==> src/rtl/uart_rx_os16.sv <==
// uart_rx_os16 -- 8N1 UART receiver using an internal 16x oversampling tick.
// Recovers bytes from the asynchronous rx_in line and presents each one on
// data_out together with a single-cycle data_valid strobe. A low stop bit
// raises a single-cycle frame_error and parks the receiver in BREAK until the
// line returns high, so a line held low cannot retrigger reception.
module uart_rx_os16 #(
  parameter int HIGH_CLK = 50_000_000,
  parameter int BAUD_CLK = 115_200
) (
  input  logic       high_clk_in,
  input  logic       reset_n,
  input  logic       enable,
  input  logic       rx_in,
  output logic [7:0] data_out,
  output logic       data_valid,
  output logic       frame_error,
  output logic       busy
);

  // Oversampling tick divider: one tick every TICK_DIV+1 clocks.
  localparam int TICK_DIV = HIGH_CLK / (16 * BAUD_CLK) - 1;
  localparam int TICK_W   = (TICK_DIV > 0) ? $clog2(TICK_DIV + 1) : 1;
  localparam logic [TICK_W-1:0] TICK_MAX = TICK_W'(TICK_DIV);

  typedef enum logic [2:0] {
    ST_IDLE,
    ST_START,
    ST_DATA,
    ST_STOP,
    ST_BREAK
  } state_t;

  logic [1:0]        sync_q;
  logic              rx_s;
  logic [TICK_W-1:0] tick_cnt;
  logic              tick;

  state_t            state_q,   state_nxt;
  logic [3:0]        os_cnt_q,  os_cnt_nxt;
  logic [2:0]        bit_idx_q, bit_idx_nxt;
  logic [7:0]        shift_q,   shift_nxt;
  logic [7:0]        data_nxt;
  logic              valid_nxt;
  logic              ferr_nxt;
  logic              busy_nxt;

  // Two-flop synchronizer for the asynchronous serial line.
  // NOTE: sequential state uses non-blocking assignments so every flop samples
  // the pre-edge value of its neighbours; blocking here would collapse the
  // two stages into one.
  always_ff @(posedge high_clk_in or negedge reset_n) begin
    if (!reset_n) begin
      sync_q <= 2'b11;  // reset to the idle level so release is not a start edge
    end else begin
      sync_q <= {sync_q[0], rx_in};
    end
  end

  assign rx_s = sync_q[1];

  // Free-running 16x tick divider, held at zero while disabled.
  always_ff @(posedge high_clk_in or negedge reset_n) begin
    if (!reset_n) begin
      tick_cnt <= '0;
    end else if (!enable || (tick_cnt == TICK_MAX)) begin
      tick_cnt <= '0;
    end else begin
      tick_cnt <= tick_cnt + TICK_W'(1);
    end
  end

  assign tick = enable && (tick_cnt == TICK_MAX);

  // Next-state and output decode for the receive FSM.
  // NOTE: every variable written here is given a default first; a path that
  // leaves one unassigned would otherwise infer a latch.
  always_comb begin
    state_nxt   = state_q;
    os_cnt_nxt  = os_cnt_q;
    bit_idx_nxt = bit_idx_q;
    shift_nxt   = shift_q;
    data_nxt    = data_out;
    valid_nxt   = 1'b0;
    ferr_nxt    = 1'b0;

    if (!enable) begin
      // Disabling discards any partial frame silently.
      state_nxt   = ST_IDLE;
      os_cnt_nxt  = '0;
      bit_idx_nxt = '0;
    end else if (tick) begin
      case (state_q)
        ST_IDLE: begin
          if (!rx_s) begin
            state_nxt  = ST_START;
            os_cnt_nxt = '0;
          end
        end

        ST_START: begin
          if (os_cnt_q == 4'd7) begin
            // Mid start bit: a line that is high again was only a glitch.
            if (!rx_s) begin
              state_nxt   = ST_DATA;
              os_cnt_nxt  = '0;
              bit_idx_nxt = '0;
            end else begin
              state_nxt = ST_IDLE;
            end
          end else begin
            os_cnt_nxt = os_cnt_q + 4'd1;
          end
        end

        ST_DATA: begin
          // os_cnt wraps 15 -> 0, so each data bit is sampled 16 ticks apart.
          os_cnt_nxt = os_cnt_q + 4'd1;
          if (os_cnt_q == 4'd15) begin
            shift_nxt   = {rx_s, shift_q[7:1]};  // LSB arrives first
            bit_idx_nxt = bit_idx_q + 3'd1;
            if (bit_idx_q == 3'd7) begin
              state_nxt  = ST_STOP;
              os_cnt_nxt = '0;
            end
          end
        end

        ST_STOP: begin
          if (os_cnt_q == 4'd15) begin
            if (rx_s) begin
              data_nxt  = shift_q;
              valid_nxt = 1'b1;
              state_nxt = ST_IDLE;
            end else begin
              ferr_nxt  = 1'b1;
              state_nxt = ST_BREAK;
            end
          end else begin
            os_cnt_nxt = os_cnt_q + 4'd1;
          end
        end

        ST_BREAK: begin
          if (rx_s) begin
            state_nxt = ST_IDLE;
          end
        end

        default: begin
          state_nxt = ST_IDLE;
        end
      endcase
    end

    busy_nxt = (state_nxt != ST_IDLE);
  end

  // FSM state, datapath and registered outputs.
  always_ff @(posedge high_clk_in or negedge reset_n) begin
    if (!reset_n) begin
      state_q     <= ST_IDLE;
      os_cnt_q    <= '0;
      bit_idx_q   <= '0;
      shift_q     <= '0;
      data_out    <= 8'h00;
      data_valid  <= 1'b0;
      frame_error <= 1'b0;
      busy        <= 1'b0;
    end else begin
      state_q     <= state_nxt;
      os_cnt_q    <= os_cnt_nxt;
      bit_idx_q   <= bit_idx_nxt;
      shift_q     <= shift_nxt;
      data_out    <= data_nxt;
      data_valid  <= valid_nxt;
      frame_error <= ferr_nxt;
      busy        <= busy_nxt;
    end
  end

endmodule

==> config.mk <==
export PLATFORM = sky130hd
export DESIGN_NAME = uart_rx_os16
export DESIGN_NICKNAME = d
export VERILOG_FILES = /design/src/rtl/uart_rx_os16.sv
export SDC_FILE = /design/constraint.sdc
export NUM_CORES = 1
export LEC_CHECK = 0
export ABC_AREA = 1
export CORE_MARGIN = 2
export CORE_UTILIZATION = 51
export CTS_CLUSTER_SIZE = 14
export DETAILED_ROUTE_END_ITERATION = 16
export PLACE_DENSITY = 0.74
export SYNTH_ARGS = -nofsm -noshare
export SYNTH_HDL_FRONTEND = slang
export SYNTH_SLANG_ARGS = --single-unit
==> constraint.sdc <==
create_clock -name high_clk_in -period 1.5 [get_ports high_clk_in]
set_clock_uncertainty 0.2 [all_clocks]
set_input_delay 0.3 -clock high_clk_in [delete_from_list [all_inputs] [get_ports high_clk_in]]
set_output_delay 0.3 -clock high_clk_in [all_outputs]
set_load 0.05 [all_outputs]
== Word-level counts from Yosys, hierarchy flattened ==
Index checks and enable logic that the tools add are counted.

* Eq/ne operators: 15
* Mux-type cells: 36
* Reductions and logical operators: 9
* $add $sub $neg: 3

{| class="wikitable"
|+ Operators by type and width
! operator !! number
|-
| two-way mux 3 bit || 14
|-
| two-way mux 4 bit || 7
|-
| case mux 4 bit (4 select lines) || 1
|-
| case mux 3 bit (5 select lines) || 1
|-
| inequality test 3 bit, second input constant || 4
|-
| two-way mux 1 bit || 10
|-
| AND reduction 5 bit || 2
|-
| == test 3 x 2 -> 1 bit, second input constant || 2
|-
| == test 3 bit, second input constant || 2
|-
| case mux 3 bit (2 select lines) || 1
|-
| adder 5 x 1 -> 5 bit, second input constant || 1
|-
| == test 5 bit, second input constant || 1
|-
| two-way mux 5 bit || 1
|-
| inequality test 5 x 1 -> 1 bit, second input constant || 1
|-
| adder 4 x 1 -> 4 bit, second input constant || 1
|-
| == test 4 x 3 -> 1 bit, second input constant || 1
|-
| == test 4 bit, second input constant || 1
|-
| AND reduction 4 bit || 1
|-
| adder 3 x 1 -> 3 bit, second input constant || 1
|-
| == test 3 x 1 -> 1 bit, second input constant || 1
|-
| zero test 3 bit || 1
|-
| inequality test 3 x 1 -> 1 bit, second input constant || 1
|-
| AND reduction 3 bit || 1
|-
| nonzero test 3 bit || 1
|-
| 5 further kinds || 5
|}

* Logic and storage cells: 73
* Bits in registers: 36

== Logic depth before layout (Yosys ltp) ==
Gate-level depths: netlist of the first run.

* Depth in word-level cells: 7
* Mapped depth: 12
* Gate-level depth less buffers: 12

== Least setup slack after synthesis of the first run ==
Ideal clock, no wire load.

* Path kind: reg2reg
* Start: register tick_cnt[0]
* End: register data_out[6]
* Data required time: 1.181 ns
* Stages on the path, launching flop included: 11
* Library setup time: 0.119 ns
* Arrival time: 1.309 ns
* Path buffers: 1
* Path slack: -0.128 ns
* Path through: dfrtp_1 > inv_1 > ha_1 > nand2_1 > clkinv_1 > nand4_1 > inv_2 > nand3_4 > buf_6 > nand2_2 > o21ai_2

* Word-level cells in the longest chain between the ends: 3

{| class="wikitable"
|+ Ends and longest elaborated chain
! element !! RTL line !! text
|-
| start: declaration || 35 || <nowiki>logic [TICK_W-1:0] tick_cnt;</nowiki>
|-
| start signal: assignment || 68 || <nowiki>tick_cnt <= tick_cnt + TICK_W'(1);</nowiki>
|-
| == test 5 bit || 72 || <nowiki>assign tick = enable && (tick_cnt == TICK_MAX);</nowiki>
|-
| logical AND 1 bit || 72 ||
|-
| AND reduction 5 bit (no line) || -- ||
|-
| end signal: assignment || 174 || <nowiki>data_out <= data_nxt;</nowiki>
|-
| end: declaration || 14 || <nowiki>output logic [7:0] data_out,</nowiki>
|}

Every way passes these cells.
A chain may end at the register's enable or synchronous reset.

== Worst setup path after layout of the first run ==
* Start: register tick_cnt[0]
* End: register data_out[4]

The elaborated chain is that of the path after synthesis.

==> impl_results.rst, run 1 <==
.. list-table::
   :header-rows: 1

   * - Metric
     - Value
   * - Startpoint class of the critical path
     - register
   * - Diode count
     - 0
   * - Cell Count, Final, Fillers Out
     - 309
   * - Area growth from synthesis to layout
     - 47.1%
   * - Drt first-iter violations
     - 71
   * - Maximum net fanout on the critical path
     - 8
   * - Min cycle time layout
     - about 1.8 ns
   * - Estimated wirelength of the detail-placed design
     - 2.61 mm
   * - Number of cells after detailed placement
     - a little under 300
   * - Vias in the first global route
     - 1,567
   * - Pins over their slew limit
     - 0
   * - Power per cell area
     - 674 nW/um^2
   * - Area contributors post-synth
     - sky130_fd_sc_hd__dfrtp_1 47%, sky130_fd_sc_hd__nand2_1 12%, sky130_fd_sc_hd__o21ai_2 7.2%
   * - Number of DRC violations after detailed routing
     - 0
   * - Cell accounting for the most synthesized area
     - sky130_fd_sc_hd__dfrtp_1
   * - Longest Clk Path Bufs
     - 2
   * - Yosys warning count
     - 0
   * - Cell area after technology mapping
     - 1810 sq um
   * - Worst-case vdd ir drop
     - 0.969 mV
   * - Placer Congestion
     - ~0.84
   * - Total vias in the final route
     - approximately 1.6k
   * - Final core utilization
     - 79.3%
   * - Data arrival, critical path
     - 1.80 ns
   * - Clock tree root buffer cell
     - sky130_fd_sc_hd__clkbuf_4
   * - CORE AREA
     - 3360 sq um
   * - Proportion of layout cells with a drive suffix above 1
     - 49.0%
   * - Hold slack
     - about 0.15 ns
   * - CTS tree
     - done
   * - Clock input transition at the sequential cells of the worst setup and hold paths
     - 0.11 ns
   * - Post-synthesis sequential element count
     - 36
   * - Synth cell types
     - 27
   * - Slew headroom
     - between 70% and 80%
   * - Portion of synthesized cell area occupied by the leading cell type
     - 46.9%
   * - Setup slack on the worst flop-to-flop path
     - -0.26 ns
   * - Sequential-to-total area share from yosys stat
     - about half
   * - Tightest Pin Transition
     - 0.391 ns
   * - Maximum number of pins on one net before global-route repair
     - 18
   * - Nature of the critical path endpoint
     - register
   * - Failing checks
     - setup timing
   * - Average size of a mapped cell
     - 8.59 sq um
   * - Status
     - finished, violations left
   * - Cell count after synthesis
     - 211
   * - Data required, critical path
     - 1.54 ns
   * - Worst Hold Class
     - primary input to register
   * - Final wirelength
     - approximately 4.3 mm
   * - Number of buffers added on ports
     - 14
   * - Mapped Nets
     - 220
   * - Overall power of the completed layout
     - 1.80 mW
   * - Wire length of the first global-routing pass
     - 7.03 mm
   * - Count of H-tree levels built during CTS
     - 2
   * - Overall Global Routing Usage
     - 23.0%
   * - Fin crit share
     - 117%
   * - Most used DFF post-synth
     - sky130_fd_sc_hd__dfrtp_1
   * - TritonCTS Sinks
     - 36
   * - Sum of negative setup slack
     - -5.61 ns
   * - Cts bufs inserted
     - 5
   * - Die Y
     - 63.6 um
   * - Number of max-cap violations
     - 0
   * - Total die area
     - a little over 4000 sq um
   * - Starting Density
     - a little over half
   * - Worst path setup slack after routing
     - -0.261 ns
   * - Hold Vio Cnt, Final
     - 0
   * - Achievable frequency
     - 0.568 GHz
   * - Initial antenna violation count
     - 0
   * - Total setup violations reported at the end of the flow
     - 33
   * - Number of flops mapped to enable cells by yosys
     - 0
   * - Layout fillers
     - ~210
   * - Wire length per cell after detailed routing
     - 14.0 um
   * - Unrepaired setup endpoints after global routing
     - yes
   * - Worst setup path class
     - register to register
   * - Gr ovfl total
     - 0
   * - Share of flip-flops with an asynchronous set or reset after synthesis
     - 100%
   * - Final net count
     - 271
   * - P_leak
     - 1.27 nW
   * - Insertion delay of the later-clocked pin in the worst-skew pair
     - roughly 0.36 ns
   * - Post-detailed-route via-to-cell ratio
     - 5.11
   * - Die Span X
     - 63.6 um
   * - Remaining antenna violation count
     - 0
   * - Detailed-routing iteration count for the pre-antenna-repair pass
     - 4
   * - Io pins
     - 15
   * - Std-Cell Rows
     - 21
registers in the layout, summed over array words and instances, names as in the netlist:
name,cells
frame_error,1
tick_cnt,5
bit_idx_q,3
busy,1
data_out,8
state_q,3
data_valid,1
os_cnt_q,4
shift_q,8
sync_q,2
timing repair:
item	CTS	global route
setup buffers	5	2
setup endpoints to repair	32	35
endpoints found under the hold margin	18	0
hold buffers	1	0
gates cloned	2	0
gates resized for setup	47	9
pin swaps	12	5
worst paths after layout:
path,startpoint,endpoint,cells past startpoint
worst min-delay path,rx_in,sync_q[0]$_DFF_PN1_,1
worst max register to register,tick_cnt[0]$_DFF_PN0_,data_out[4]$_DFFE_PN0P_,9
max in group asynchronous,reset_n,tick_cnt[3]$_DFF_PN0_,3
worst max-delay path,tick_cnt[0]$_DFF_PN0_,data_out[4]$_DFFE_PN0P_,9
worst min register to register,sync_q[0]$_DFF_PN1_,sync_q[1]$_DFF_PN1_,0
min in group asynchronous,reset_n,bit_idx_q[0]$_DFFE_PN0P_,2
critical path, stage by stage (launching register included):
cell	delay [ns]
sky130_fd_sc_hd__dfrtp_1	0.39
sky130_fd_sc_hd__inv_1	0.06
sky130_fd_sc_hd__ha_2	0.16
sky130_fd_sc_hd__nand2_2	0.05
sky130_fd_sc_hd__clkinv_2	0.05
sky130_fd_sc_hd__nand4_1	0.18
sky130_fd_sc_hd__inv_4	0.19
sky130_fd_sc_hd__nand3_4	0.17
sky130_fd_sc_hd__nand2_2	0.13
sky130_fd_sc_hd__o21ai_2	0.07
power by group:
part,internal [mW],total (mW),switching (mW)
logic,0.0508,0.117,0.0660
clock network,0.347,0.689,0.342
registers,0.984,0.992,0.00831
total,1.38,1.80,0.416
Yosys cell counts (all sizes together), types with 3 or more instances:
| cell | n |
|---|---|
| o21ai | 20 |
| xnor2 | 3 |
| inv | 31 |
| nand3 | 17 |
| buf | 3 |
| ha | 5 |
| nor2 | 17 |
| nand2 | 64 |
| dfrtp | 34 |
| a21oi | 4 |
| nor3 | 3 |
| nand4 | 3 |
area by class of cell:
cell class              instances  area, sq um  share of cell area, %
multi-input cells             141          986                   37.0
clock buffers                   5         37.5                   1.41
well taps                      46         57.6                   2.16
inverters                      33          134                   5.02
flip-flops and latches         36          905                   33.9
clock inverters                 3         42.5                   1.60
repair buffers                 45          504                   18.9
layout by cell type (no fill, tap or decap), types with 3 or more instances in the layout:
cell type,instances
sky130_fd_sc_hd__nor2_4,4
sky130_fd_sc_hd__o21ai_1,3
sky130_fd_sc_hd__nand3_4,3
sky130_fd_sc_hd__clkbuf_4,5
sky130_fd_sc_hd__nand3_1,11
sky130_fd_sc_hd__nand2_2,16
sky130_fd_sc_hd__o21ai_2,15
sky130_fd_sc_hd__clkinv_2,3
sky130_fd_sc_hd__inv_2,11
sky130_fd_sc_hd__nand4_1,3
sky130_fd_sc_hd__inv_1,17
sky130_fd_sc_hd__buf_6,3
sky130_fd_sc_hd__nand3_2,4
sky130_fd_sc_hd__nand2_1,40
sky130_fd_sc_hd__buf_12,12
sky130_fd_sc_hd__buf_4,26
sky130_fd_sc_hd__nand2_4,7
sky130_fd_sc_hd__dfrtp_1,33
sky130_fd_sc_hd__xnor2_1,3
sky130_fd_sc_hd__inv_4,3
sky130_fd_sc_hd__nor2_1,11
metrics by stage:
stage / setup WS, ns / area (sq um)
4_1_cts: -0.164 / 2610
6_report: -0.261 / 2670
2_1_floorplan: -0.126 / 1830
3_3_place_gp: -0.292 / 2280
5_1_grt: -0.370 / 2670
3_5_place_dp: -0.345 / 2280
layer usage:
layer / routed length (um) / GRT usage [%]
met2: 2150 / 37.5
met1: 1830 / 28.9
met5: 0 / 0
met4: 98 / 9.51
met3: 266 / 5.89
kinds of logic after synthesis:
group	Yosys count	share of synthesized area [%]
AOI/OAI and AO/OA	24	9.73
adders and majority gates	5	3.45
xor gates and xnor gates	4	1.93
buffers and inverters	36	8.49
and+or+nand+nor	106	26.6
DFF	36	49.8
Note: power is estimated with default switching activity, not from simulation.
==> run 2: changes to the inputs <==
--- a/config.mk
+++ b/config.mk
@@ -10,6 +10,7 @@
 export CORE_UTILIZATION = 51
 export CTS_CLUSTER_SIZE = 14
 export DETAILED_ROUTE_END_ITERATION = 16
+export HOLD_SLACK_MARGIN = 0.08
 export PLACE_DENSITY = 0.74
 export SYNTH_ARGS = -nofsm -noshare
 export SYNTH_HDL_FRONTEND = slang
==> results of run 2 <==
The final DEF is identical to that of run 1; final timing and power are the same.
